## config.mk

```make
export PLATFORM = sky130hd
export DESIGN_NAME = axil_arb2
export DESIGN_NICKNAME = d
export VERILOG_FILES = /design/src/rtl/axil_arb2_pkg.sv /design/src/rtl/axil_arb2_pick.sv /design/src/rtl/axil_arb2.sv
export SDC_FILE = /design/constraint.sdc
export NUM_CORES = 1
export LEC_CHECK = 0
export ABC_AREA = 0
export CORE_AREA = 8 8 136 138
export CTS_BUF_LIST = sky130_fd_sc_hd__clkbuf_4 sky130_fd_sc_hd__clkbuf_8
export DETAILED_ROUTE_END_ITERATION = 16
export DIE_AREA = 0 0 144 146
export PLACE_DENSITY_LB_ADDON = 0.05
export SETUP_SLACK_MARGIN = 0.1
export SLEW_MARGIN = 20
export SYNTH_ARGS = -nofsm -noshare
export SYNTH_HDL_FRONTEND = slang
export SYNTH_SLANG_ARGS = --single-unit
```

## constraint.sdc

```tcl
create_clock -name clk -period 1.25 [get_ports clk]
set_input_delay 0.125 -clock clk [delete_from_list [all_inputs] [get_ports clk]]
set_output_delay 0.125 -clock clk [all_outputs]
set_load 0.01 [all_outputs]
```

## src/rtl/axil_arb2_pkg.sv

```systemverilog
// Shared types and constants for the two-master AXI4-Lite arbiter.
package axil_arb2_pkg;

  localparam int ADDR_W_DEF = 32;
  localparam int DATA_W_DEF = 32;

  localparam logic [1:0] OKAY   = 2'b00;
  localparam logic [1:0] SLVERR = 2'b10;
  localparam logic [1:0] DECERR = 2'b11;

  typedef enum logic [1:0] {
    IDLE = 2'd0,
    RD0  = 2'd1,
    RD1  = 2'd2,
    WR1  = 2'd3
  } arb_state_e;

endpackage

```

## src/rtl/axil_arb2_pick.sv

```systemverilog
// Combinational grant picker: maps pending requests (and the last read winner) to the next grant state.
module axil_arb2_pick
  import axil_arb2_pkg::*;
(
  input  logic       wr_req,
  input  logic       rd0_req,
  input  logic       rd1_req,
  input  logic       last_grant,
  output arb_state_e next_state
);

  // Writes always win; a read tie goes to the master that did not win last (tied low = fixed m1 priority).
  always_comb begin
    next_state = IDLE;
    if (wr_req)                  next_state = WR1;
    else if (rd0_req && rd1_req) next_state = last_grant ? RD0 : RD1;
    else if (rd1_req)            next_state = RD1;
    else if (rd0_req)            next_state = RD0;
  end

endmodule

```

## src/rtl/axil_arb2.sv

```systemverilog
// axil_arb2: merges fetch (m0, read-only) and load/store (m1) AXI4-Lite masters onto one slave.
// Define AXIL_ARB2_RR_EN for round-robin read arbitration; default build is fixed priority m1 > m0.
module axil_arb2
  import axil_arb2_pkg::*;
#(
  parameter int ADDR_W = ADDR_W_DEF,
  parameter int DATA_W = DATA_W_DEF
) (
  input  logic                clk,
  input  logic                rst,
  input  logic [ADDR_W-1:0]   m0_araddr,
  input  logic                m0_arvalid,
  output logic                m0_arready,
  output logic [DATA_W-1:0]   m0_rdata,
  output logic [1:0]          m0_rresp,
  output logic                m0_rvalid,
  input  logic                m0_rready,
  input  logic [ADDR_W-1:0]   m1_araddr,
  input  logic                m1_arvalid,
  output logic                m1_arready,
  output logic [DATA_W-1:0]   m1_rdata,
  output logic [1:0]          m1_rresp,
  output logic                m1_rvalid,
  input  logic                m1_rready,
  input  logic [ADDR_W-1:0]   m1_awaddr,
  input  logic                m1_awvalid,
  output logic                m1_awready,
  input  logic [DATA_W-1:0]   m1_wdata,
  input  logic [DATA_W/8-1:0] m1_wstrb,
  input  logic                m1_wvalid,
  output logic                m1_wready,
  output logic [1:0]          m1_bresp,
  output logic                m1_bvalid,
  input  logic                m1_bready,
  output logic [ADDR_W-1:0]   s_araddr,
  output logic                s_arvalid,
  input  logic                s_arready,
  input  logic [DATA_W-1:0]   s_rdata,
  input  logic [1:0]          s_rresp,
  input  logic                s_rvalid,
  output logic                s_rready,
  output logic [ADDR_W-1:0]   s_awaddr,
  output logic                s_awvalid,
  input  logic                s_awready,
  output logic [DATA_W-1:0]   s_wdata,
  output logic [DATA_W/8-1:0] s_wstrb,
  output logic                s_wvalid,
  input  logic                s_wready,
  input  logic [1:0]          s_bresp,
  input  logic                s_bvalid,
  output logic                s_bready
);

  arb_state_e state;
  arb_state_e pick_state;
  logic       aw_done;
  logic       w_done;
  logic       last_grant;
  logic       b_open;

  axil_arb2_pick u_pick (
    .wr_req     (m1_awvalid | m1_wvalid),
    .rd0_req    (m0_arvalid),
    .rd1_req    (m1_arvalid),
    .last_grant (last_grant),
    .next_state (pick_state)
  );

  assign b_open = aw_done & w_done;

  always_ff @(posedge clk) begin
    if (rst) begin
      state   <= IDLE;
      aw_done <= 1'b0;
      w_done  <= 1'b0;
    end else begin
      case (state)
        IDLE: state <= pick_state;
        RD0, RD1: begin
          if (s_rvalid && s_rready) state <= IDLE;
        end
        WR1: begin
          if (s_awvalid && s_awready) aw_done <= 1'b1;
          if (s_wvalid && s_wready)   w_done  <= 1'b1;
          if (s_bvalid && s_bready) begin
            aw_done <= 1'b0;
            w_done  <= 1'b0;
            state   <= IDLE;
          end
        end
        default: state <= IDLE;
      endcase
    end
  end

`ifdef AXIL_ARB2_RR_EN
  // s_rready is only ever driven in RD0/RD1, so the R handshake identifies the completing read.
  always_ff @(posedge clk) begin
    if (rst)                        last_grant <= 1'b0;
    else if (s_rvalid && s_rready)  last_grant <= (state == RD1);
  end
`else
  assign last_grant = 1'b0;
`endif

  // Handshake pass-through under the registered grant; everything idles at zero outside its grant.
  always_comb begin
    m0_arready = 1'b0;
    m0_rdata   = '0;
    m0_rresp   = OKAY;
    m0_rvalid  = 1'b0;
    m1_arready = 1'b0;
    m1_rdata   = '0;
    m1_rresp   = OKAY;
    m1_rvalid  = 1'b0;
    m1_awready = 1'b0;
    m1_wready  = 1'b0;
    m1_bresp   = OKAY;
    m1_bvalid  = 1'b0;
    s_araddr   = '0;
    s_arvalid  = 1'b0;
    s_rready   = 1'b0;
    s_awaddr   = '0;
    s_awvalid  = 1'b0;
    s_wdata    = '0;
    s_wstrb    = '0;
    s_wvalid   = 1'b0;
    s_bready   = 1'b0;
    case (state)
      RD0: begin
        s_araddr   = m0_araddr;
        s_arvalid  = m0_arvalid;
        m0_arready = s_arready;
        s_rready   = m0_rready;
        m0_rvalid  = s_rvalid;
        m0_rdata   = s_rdata;
        m0_rresp   = s_rresp;
      end
      RD1: begin
        s_araddr   = m1_araddr;
        s_arvalid  = m1_arvalid;
        m1_arready = s_arready;
        s_rready   = m1_rready;
        m1_rvalid  = s_rvalid;
        m1_rdata   = s_rdata;
        m1_rresp   = s_rresp;
      end
      WR1: begin
        s_awaddr   = m1_awaddr;
        s_awvalid  = m1_awvalid & ~aw_done;
        m1_awready = s_awready & ~aw_done;
        s_wdata    = m1_wdata;
        s_wstrb    = m1_wstrb;
        s_wvalid   = m1_wvalid & ~w_done;
        m1_wready  = s_wready & ~w_done;
        s_bready   = m1_bready & b_open;
        m1_bvalid  = s_bvalid & b_open;
        m1_bresp   = b_open ? s_bresp : OKAY;
      end
      default: ;
    endcase
  end

endmodule

```

# Word level (Yosys, flattened, before mapping)
# Cells that the tools add are included.
dict set report op_classes {
  n_mux 33
  n_eq_ne 5
  bitwise_logic 10
  multipliers 0
  n_shift 0
  magnitude_cmp 0
  n_div 0
  n_reduce_logical 12
  n_addsub 0
}
# operator count
set ops {}
lappend ops {{two-way mux 32 bit} 4}
lappend ops {{one-hot mux 32 bit (2 select lines)} 1}
lappend ops {{two-way mux 2 bit} 9}
lappend ops {{two-way mux 1 bit} 15}
lappend ops {{AND 1 bit} 7}
lappend ops {{one-hot mux 2 bit (3 select lines)} 1}
lappend ops {{AND reduction 2 bit} 3}
lappend ops {{logical AND 1 bit} 5}
lappend ops {{== test 2 bit, second input constant} 2}
lappend ops {{two-way mux 4 bit} 1}
lappend ops {{inequality test 2 bit, second input constant} 2}
lappend ops {{one-hot mux 1 bit (2 select lines)} 2}
lappend ops {{nonzero test 2 bit} 2}
lappend ops {{== test 2 x 1 -> 1 bit, second input constant} 1}
lappend ops {{logical NOT 2 bit} 1}
lappend ops {{NOT 1 bit} 2}
lappend ops {{OR reduction 2 bit} 1}
lappend ops {{bitwise OR 1 bit} 1}
dict set report totals {
  out_inout_bits 182
  mem_bits_rw 0
  latch_bits 0
  rom_bits 0
  regBits 4
  memories 0
  wordCells 63
}

# Depth between registers and ports, before layout
# Gate-level depths: netlist (run 1).
dict set report logic_depth {
  depth_word 6
  mapped_depth 7
  ltp_nobuf 6
}

# Cells and area by module
# Synthesis (run 1) repeated with hierarchy kept, for this count alone.
dict set report unflattened {
  hier_cells 276
  hier_area_um2 1820.5
}
# mod instances area_each_um2 seq_area_each_um2 cells_per_inst
set modules_own_cells {}
lappend modules_own_cells {axil_arb2 1 1795.5 80.1 272}
lappend modules_own_cells {axil_arb2_pick 1 25.0 0.0 4}

# Worst setup path after synthesis (run 1)
# Ideal clock, no wire load.
dict set report synth_timing {
  kind {register -> register}
  start {reg state[0]}
  end {reg state[0]}
  path_buffers 1
  slack_ns -0.107
  setup_ns 0.074
  path_stages_with_launch 8
  t_arrival_ns 1.283
  required_ns 1.176
  path_cell_list {dfxtp_1 -> inv_1 -> ha_1 -> buf_6 -> a22oi_4 -> o21ai_2 -> a211o_1 -> o21ai_0}
}
dict set report synth_via {
  elab_chain_len 5
  elab_cells_between_ends 13
  classes_between {5 x eq/ne; 3 x mux; 5 x reduce/logical}
}
# item line
set synth_rtl {}
lappend synth_rtl {{start: declaration} axil_arb2.sv:54} ;# arb_state_e state;
lappend synth_rtl {{start signal: assignment} axil_arb2.sv:78} ;# IDLE: state <= pick_state;
lappend synth_rtl {{== test 2 bit or == test 2 x 1 -> 1 bit (tied branches)} {axil_arb2.sv:77, axil_arb2.sv:129}}
lappend synth_rtl {{one-hot mux 1 bit (2 select lines) or two-way mux 1 bit (tied branches)} axil_arb2.sv:129} ;# case (state)
lappend synth_rtl {{logical AND 1 bit, on equally long branches} {axil_arb2.sv:80, axil_arb2.sv:85}}
lappend synth_rtl {{inequality test 2 bit (no source line)} -}
lappend synth_rtl {{AND reduction 2 bit (no source line)} -}
# Parallel ways exist; a longest one is shown, timed or not.
# A chain may end at the register's enable or synchronous reset.

# Final worst setup path (run 1)
dict set report layout_timing {
  start {reg state[0]}
  end {out s_rready}
}
dict set report layout_via {
  elab_chain_len 2
  elab_cells_between_ends 3
  classes_between {2 x eq/ne; 1 x mux}
}
# item line
set layout_rtl {}
lappend layout_rtl {{== test 2 bit or == test 2 x 1 -> 1 bit (tied branches)} axil_arb2.sv:129}
lappend layout_rtl {{one-hot mux 1 bit (2 select lines) *} axil_arb2.sv:129}
lappend layout_rtl {{end: declaration} axil_arb2.sv:41} ;# output logic s_rready,
# Mark *: on every way between the ends. The rest lies on a longest branch, timed or not.

==> results.py, run 1 <==
metrics = {
    "timing": {
        "clock-skew-final_ps": 2.638,
        "setup_viol": 186,
        "final.setup.tns_ps": -54950,
        "finalHoldViolCount": 0,
        "rsz0062_at_grt": "true",
        "period_share_pct": 136.3,
        "period_minus_slack_ps": 1704,
        "timing.final.ws_setup_ps": -453.9,
        "maxSlewViolCount": 0,
        "tightest_slew_ps": 405.8,
        "holdWs_ps": 591.3,
        "max_freq_mhz": 586.9,
        "slew_headroom_pct": 72.61,
    },
    "worst_setup_path": {
        "cp-end-kind": "output port",
        "max_stage_delay_ps": 380,
        "start_kind": "flip-flop",
        "path_max_fanout": 4,
        "arrival_ps": 1580,
        "critPathSlowestCell": "dfxtp_4",
        "crit_buf_inv": 4,
        "r2r_cells": 9,
        "crit_cells": 7,
        "path_cells": "inv_4 > ha_4 > buf_6 > buf_12 > a22oi_4 > and2b_1 > buf_6",
        "worst_path_most_repeated_cell": "buf_6",
        "cp_top_family": "buffers and inverters",
        "worstSetupPathType": "flip-flop to output port",
        "crit_required_ps": 1120,
    },
    "floorplanning": {
        "ios": 364,
        "die_h_microns": 146,
        "die_area_sq_um": 21020,
        "initial_utilization_pct": 11.07,
        "dieWidth_microns": 144,
        "coreArea_sq_um": 16290,
        "fp-row-count": 47,
    },
    "worst_hold_path": {
        "min_path_cells": 3,
        "min_path_type": "flip-flop to flip-flop",
    },
    "placed_design": {
        "port_buffers": 363,
        "dpl.hpwl_microns": 13610,
        "post-place-ws_ps": -549.2,
        "dp_cells": 858,
        "gp_congestion": 0.7602,
        "postPlaceCellArea_sq_um": 6018,
    },
    "synth": {
        "synth_top_area_share_pct": 49.97,
        "syn-instance-count": 273,
        "yosys_warnings": 0,
        "ys_top_cells_by_area": "and2_1, a22oi_1, nor2b_1",
        "avgSynthCellArea_sq_um": 6.604,
        "ys_types": 24,
        "synth-seq-area-share_pct": 4.441,
        "synth_area_sq_um": 1803,
        "ys_seq_elements": 4,
        "synthesis.nets": 459,
        "netlist.top_cell.by_area": "and2_1",
    },
    "detailed_routing": {
        "firstDrtPassIters": 3,
        "postRouteAntennaNets": 0,
        "finalWirelength_microns": 19110,
        "drc": 0,
        "vias": 3709,
        "wl_per_cell_microns": 20.75,
        "via_per_inst": 4.027,
        "drt_iter0_drc": 38,
    },
    "layout": {
        "final_common_cell": "buf_6",
        "fill_cells": 1480,
        "fin_cells": 921,
        "layout_common_cells": "buf_6, clkdlybuf4s50_1, and2_4",
        "final_area_sq_um": 8001,
        "n_antenna_cell": 0,
        "drive_gt1_share_pct": 70.33,
        "area_growth_pct": 343.8,
        "nets": 889,
    },
    "grt": {
        "grt_util_all_layers_pct": 15.93,
        "grt-ovfl-total": 0,
        "grt_max_degree": 29,
        "grt_pass1_vias": 4081,
        "antenna_found_initial": 0,
        "grt_pass1_wl_microns": 25270,
    },
    "flow_run": {
        "cap_violations": 0,
    },
    "pwr": {
        "power_density_nw_per_um2": 1214,
        "leakage_nw": 3.488,
        "irDropWorstVdd_v": 0.0005868,
    },
    "clock_tree": {
        "cts_buffers": 3,
        "cts.sinks": 4,
        "clk_latency_ps": 220,
        "ctsRootBufferMaster": "clkbuf_8",
        "cts_tree": "yes",
        "holdBufCountCts": 0,
        "cts.clk_slew.worst_paths_ps": 30,
        "cts-htree-levels": 1,
        "max-clock-path-buffers": 2,
    },
    "outcome": {
        "outcome": "finished with violations",
        "violations": "setup timing",
    },
}
==> cell usage after synthesis <==
library cell	instances
ha_1	4
nor2b_1	34
nor2_1	2
nand4_1	1
and2_1	144
and3b_1	4
a22oi_1	33
a211o_1	2
buf_1	1
dfxtp_1	4
a31oi_1	1
buf_2	12
and2b_1	1
o21ai_0	2
clkbuf_1	12
a21oi_1	1
nand3_1	1
inv_1	4
a22oi_4	1
o311ai_0	2
and3_1	1
nand2_1	3
buf_6	2
o21ai_2	1
==> routing by layer <==
layer	wire length, microns	vias up	part of all wire [%]	GRT usage, %
met2	10820	199	57	32.48
met5	0	-	0	0
met1	6231	1725	33	14.66
li1	-	1761	-	-
met3	1637	24	8.6	4.396
met4	423	0	2.2	4.366
==> cell type report <==
| cell class | count | area [sq um] | share of cell area [%] |
|---|---|---|---|
| inverters | 4 | 20.02 | 0.2502 |
| repair buffers | 452 | 5187 | 64.83 |
| well taps | 220 | 275.3 | 3.440 |
| multi-input cells | 238 | 2390 | 29.87 |
| flip-flops and latches | 4 | 87.58 | 1.095 |
| clock buffers | 3 | 41.29 | 0.5160 |
==> cells by family (layout without fill, tap and decap cells) <==
group,Yosys count,in the layout,synth area share (%)
AND/OR/NAND/NOR,191,191,66.13
buffers and inverters,31,459,8.119
AO/OA/AOI/OAI,43,43,18.53
adder cells (fa/ha/maj),4,4,2.776
flip-flops,4,4,4.442
==> final timing paths <==
check	slack, ps	to	startpoint
min reg2reg	590	aw_done	aw_done
max reg2reg	-380	state[1]	state[0]
max	-450	s_rready	state[0]
min	590	aw_done	aw_done
==> timing repair <==
action                                  CTS  global route
pin swaps                                20            18
cloned                                   14             8
buffers inserted                         37             8
resized for setup                       979           222
endpoints found under the setup margin  186           186
==> worst min-delay path, delay by kind of cell, from the launching register on <==
kind                   cells  cell delay (ps)
buffers and inverters      1              140
AO/OA/AOI/OAI              1               30
flip-flops                 1              320
AND/OR/NAND/NOR            1               70
==> flip-flops by register name, summed over array words and instances (netlist names) <==
signal / count
state: 2
aw_done: 1
w_done: 1
==> report_power, final <==
group / total (W) / switching, W / internal [W]
Clock: 0.000274 / 0.0000682 / 0.000205
Sequential: 0.000224 / 0.0000544 / 0.000169
Combinational: 0.00922 / 0.00337 / 0.00585
==> per-stage QoR <==
stage / utilization, % / power (W)
4_1_cts: 42.78 / 0.007822
6_report: 49.12 / 0.009715
2_1_floorplan: - / 0.002589
5_1_grt: 49.12 / 0.01026
3_3_place_gp: 36.95 / 0.005701
3_5_place_dp: 36.95 / 0.005683
No activity file was read; power rests on OpenSTA's default activity.
==> run 2: changes to the inputs <==
--- a/config.mk
+++ b/config.mk
@@ -5,9 +5,9 @@
 export SDC_FILE = /design/constraint.sdc
 export NUM_CORES = 1
 export LEC_CHECK = 0
-export ABC_AREA = 0
 export CORE_AREA = 8 8 136 138
 export CTS_BUF_LIST = sky130_fd_sc_hd__clkbuf_4 sky130_fd_sc_hd__clkbuf_8
+export CTS_CLUSTER_SIZE = 24
 export DETAILED_ROUTE_END_ITERATION = 16
 export DIE_AREA = 0 0 144 146
 export PLACE_DENSITY_LB_ADDON = 0.05
==> results of run 2 <==
Final layout, timing and power as in run 1 (identical DEF).
==> run 3: changes to the inputs <==
--- a/config.mk
+++ b/config.mk
@@ -11,7 +11,6 @@
 export DETAILED_ROUTE_END_ITERATION = 16
 export DIE_AREA = 0 0 144 146
 export PLACE_DENSITY_LB_ADDON = 0.05
-export SETUP_SLACK_MARGIN = 0.1
 export SLEW_MARGIN = 20
 export SYNTH_ARGS = -nofsm -noshare
 export SYNTH_HDL_FRONTEND = slang
==> run 3 against run 2 <==
The run still ends with setup timing left; wire length decreased by 2.7%; critical path depth unchanged; core utilization decreased by 4.4 points; via count decreased by 1.9%; combinational power decreased by 18%; sequential share of layout area increased by 0.11 points; power decreased by 17%; first-iteration DRC count decreased by 26%; highest routed layer unchanged.
==> results.py, run 3 (synthesized netlist as in run 1, its figures left out) <==
metrics = {
    "detailed_routing": {
        "wl_met1_microns": 6708,
        "top_layer_used": "met4",
        "firstDrtPassIters": 4,
        "via_per_inst": 4.004,
        "postRouteAntennaNets": 0,
        "wl_per_cell_microns": 20.46,
        "route.met3.wl_microns": 1460,
        "finalWirelength_microns": 18590,
        "drt_iter0_drc": 28,
        "vias": 3640,
        "dr_wl_met2_microns": 10210,
        "drc": 0,
    },
    "clock_tree": {
        "ctsRootBufferMaster": "clkbuf_8",
        "clk_latency_ps": 210,
        "cts.sinks": 4,
        "cts_tree": "yes",
        "cts-htree-levels": 1,
        "cts_buffers": 3,
        "cts.clk_slew.worst_paths_ps": 30,
        "max-clock-path-buffers": 2,
    },
    "layout": {
        "largest_register": "state",
        "nets": 877,
        "fin_cells": 909,
        "n_antenna_cell": 0,
        "fill_cells": 1638,
        "layout_common_cells": "clkdlybuf4s50_1, buf_6, and2_4",
        "largestRegisters": "state (2), aw_done (1), w_done (1)",
        "drive_gt1_share_pct": 65.60,
        "final_area_sq_um": 7281,
        "area_growth_pct": 303.8,
        "final_common_cell": "clkdlybuf4s50_1",
        "largest_register_ffs": 2,
    },
    "grt": {
        "grt_pass1_wl_microns": 25810,
        "grt_util_all_layers_pct": 16.24,
        "antenna_found_initial": 0,
        "grt_pass1_vias": 3968,
        "grt_max_degree": 19,
        "grt-ovfl-total": 0,
    },
    "timing": {
        "final.setup.tns_ps": -50700,
        "slew_headroom_pct": 72.12,
        "setup_viol": 185,
        "clock-skew-final_ps": 1.625,
        "rsz0062_at_grt": "true",
        "timing.final.ws_setup_ps": -443.0,
        "finalHoldViolCount": 0,
        "maxSlewViolCount": 0,
        "period_minus_slack_ps": 1693,
        "max_freq_mhz": 590.7,
        "period_share_pct": 135.4,
        "tightest_slew_ps": 412.9,
    },
    "pwr": {
        "irDropWorstVdd_v": 0.0004639,
        "p_seq_share_pct": 2.7,
        "sw_frac_of_total_pct": 38.03,
        "leakage_nw": 3.247,
        "p_int_w": 0.004985,
        "clkPwrFrac_pct": 3.3,
        "p_total_w": 0.008044,
        "switchingPower_w": 0.003059,
        "comb_power_share_pct": 94.0,
        "power_density_nw_per_um2": 1105,
    },
    "floorplanning": {
        "coreArea_sq_um": 16290,
        "initial_utilization_pct": 11.07,
        "fp-row-count": 47,
        "dieWidth_microns": 144,
        "die_h_microns": 146,
        "die_area_sq_um": 21020,
        "ios": 364,
    },
    "worst_hold_path": {
        "min_path_type": "flip-flop to flip-flop",
    },
    "flow_run": {
        "cap_violations": 0,
    },
    "worst_setup_path": {
        "cp-end-kind": "output port",
        "start_kind": "flip-flop",
        "arrival_ps": 1570,
        "crit_required_ps": 1120,
        "worstSetupPathType": "flip-flop to output port",
        "path_max_fanout": 8,
    },
    "placed_design": {
        "port_buffers": 363,
        "postPlaceCellArea_sq_um": 5978,
        "dp_cells": 855,
        "gp_congestion": 0.7477,
        "dpl.hpwl_microns": 13600,
    },
    "outcome": {
        "outcome": "finished with violations",
        "violations": "setup timing",
    },
}
## run 3: final timing paths
path	from	endpoint	slack (ps)	cells past startpoint
max reg2reg	state[1]	state[1]	-350	8
min	aw_done	aw_done	610	3
max	state[1]	s_araddr[5]	-440	7
min reg2reg	aw_done	aw_done	610	3
## run 3: layout make-up
type                       count  area, sq um  share of cell area (%)
sequential                     4        87.58                   1.203
timing repair buffer         440         4682                   64.31
clock buffer                   3        41.29                  0.5671
tap                          220        275.3                   3.781
multi-input combinational    238         2175                   29.87
inverter                       4        20.02                  0.2750
## run 3: timing repair
| action | CTS | global route |
|---|---|---|
| setup endpoints to repair | 186 | 186 |
| hold endpoints to repair | 0 | 0 |
| pin swaps | 15 | 14 |
| hold buffers | 0 | 0 |
| cloned | 17 | 2 |
| resized for setup | 817 | 287 |
| setup buffers | 30 | 14 |
## run 3: worst max-delay path, cell delays in order (launching register included)
cell and delay, ps:
dfxtp_4 360, buf_6 120, ha_4 220, buf_6 150
buf_6 120, a22oi_2 200, nor2b_4 60, buf_6 120
## run 3: per-layer routing
layer	track usage [%]	vias up
li1	-	1734
met1	16.79	1713
met2	32.03	183
met3	3.970	10
met4	2.630	0
met5	0	-
## run 3: metrics by stage
step,hold slack (ps),util [%],setup slack (ps)
2_1_floorplan,265.7,-,-38.07
3_3_place_gp,597.0,36.70,-537.4
3_5_place_dp,595.6,36.70,-548.3
4_1_cts,614.3,40.95,-492.1
5_1_grt,649.0,44.70,-480.6
6_report,609.2,44.70,-443.0
## run 3: power by group through the flow
| stage | combinational [W] | clock, W | sequential [W] |
|---|---|---|---|
| 6_report | 0.00756 | 0.000265 | 0.000218 |
| 2_1_floorplan | 0.00235 | 0 | 0.000188 |
| 3_5_place_dp | 0.00543 | 0 | 0.000188 |
| 4_1_cts | 0.00692 | 0.000275 | 0.000219 |
| 3_3_place_gp | 0.00544 | 0 | 0.000186 |
| 5_1_grt | 0.00805 | 0.000282 | 0.000224 |
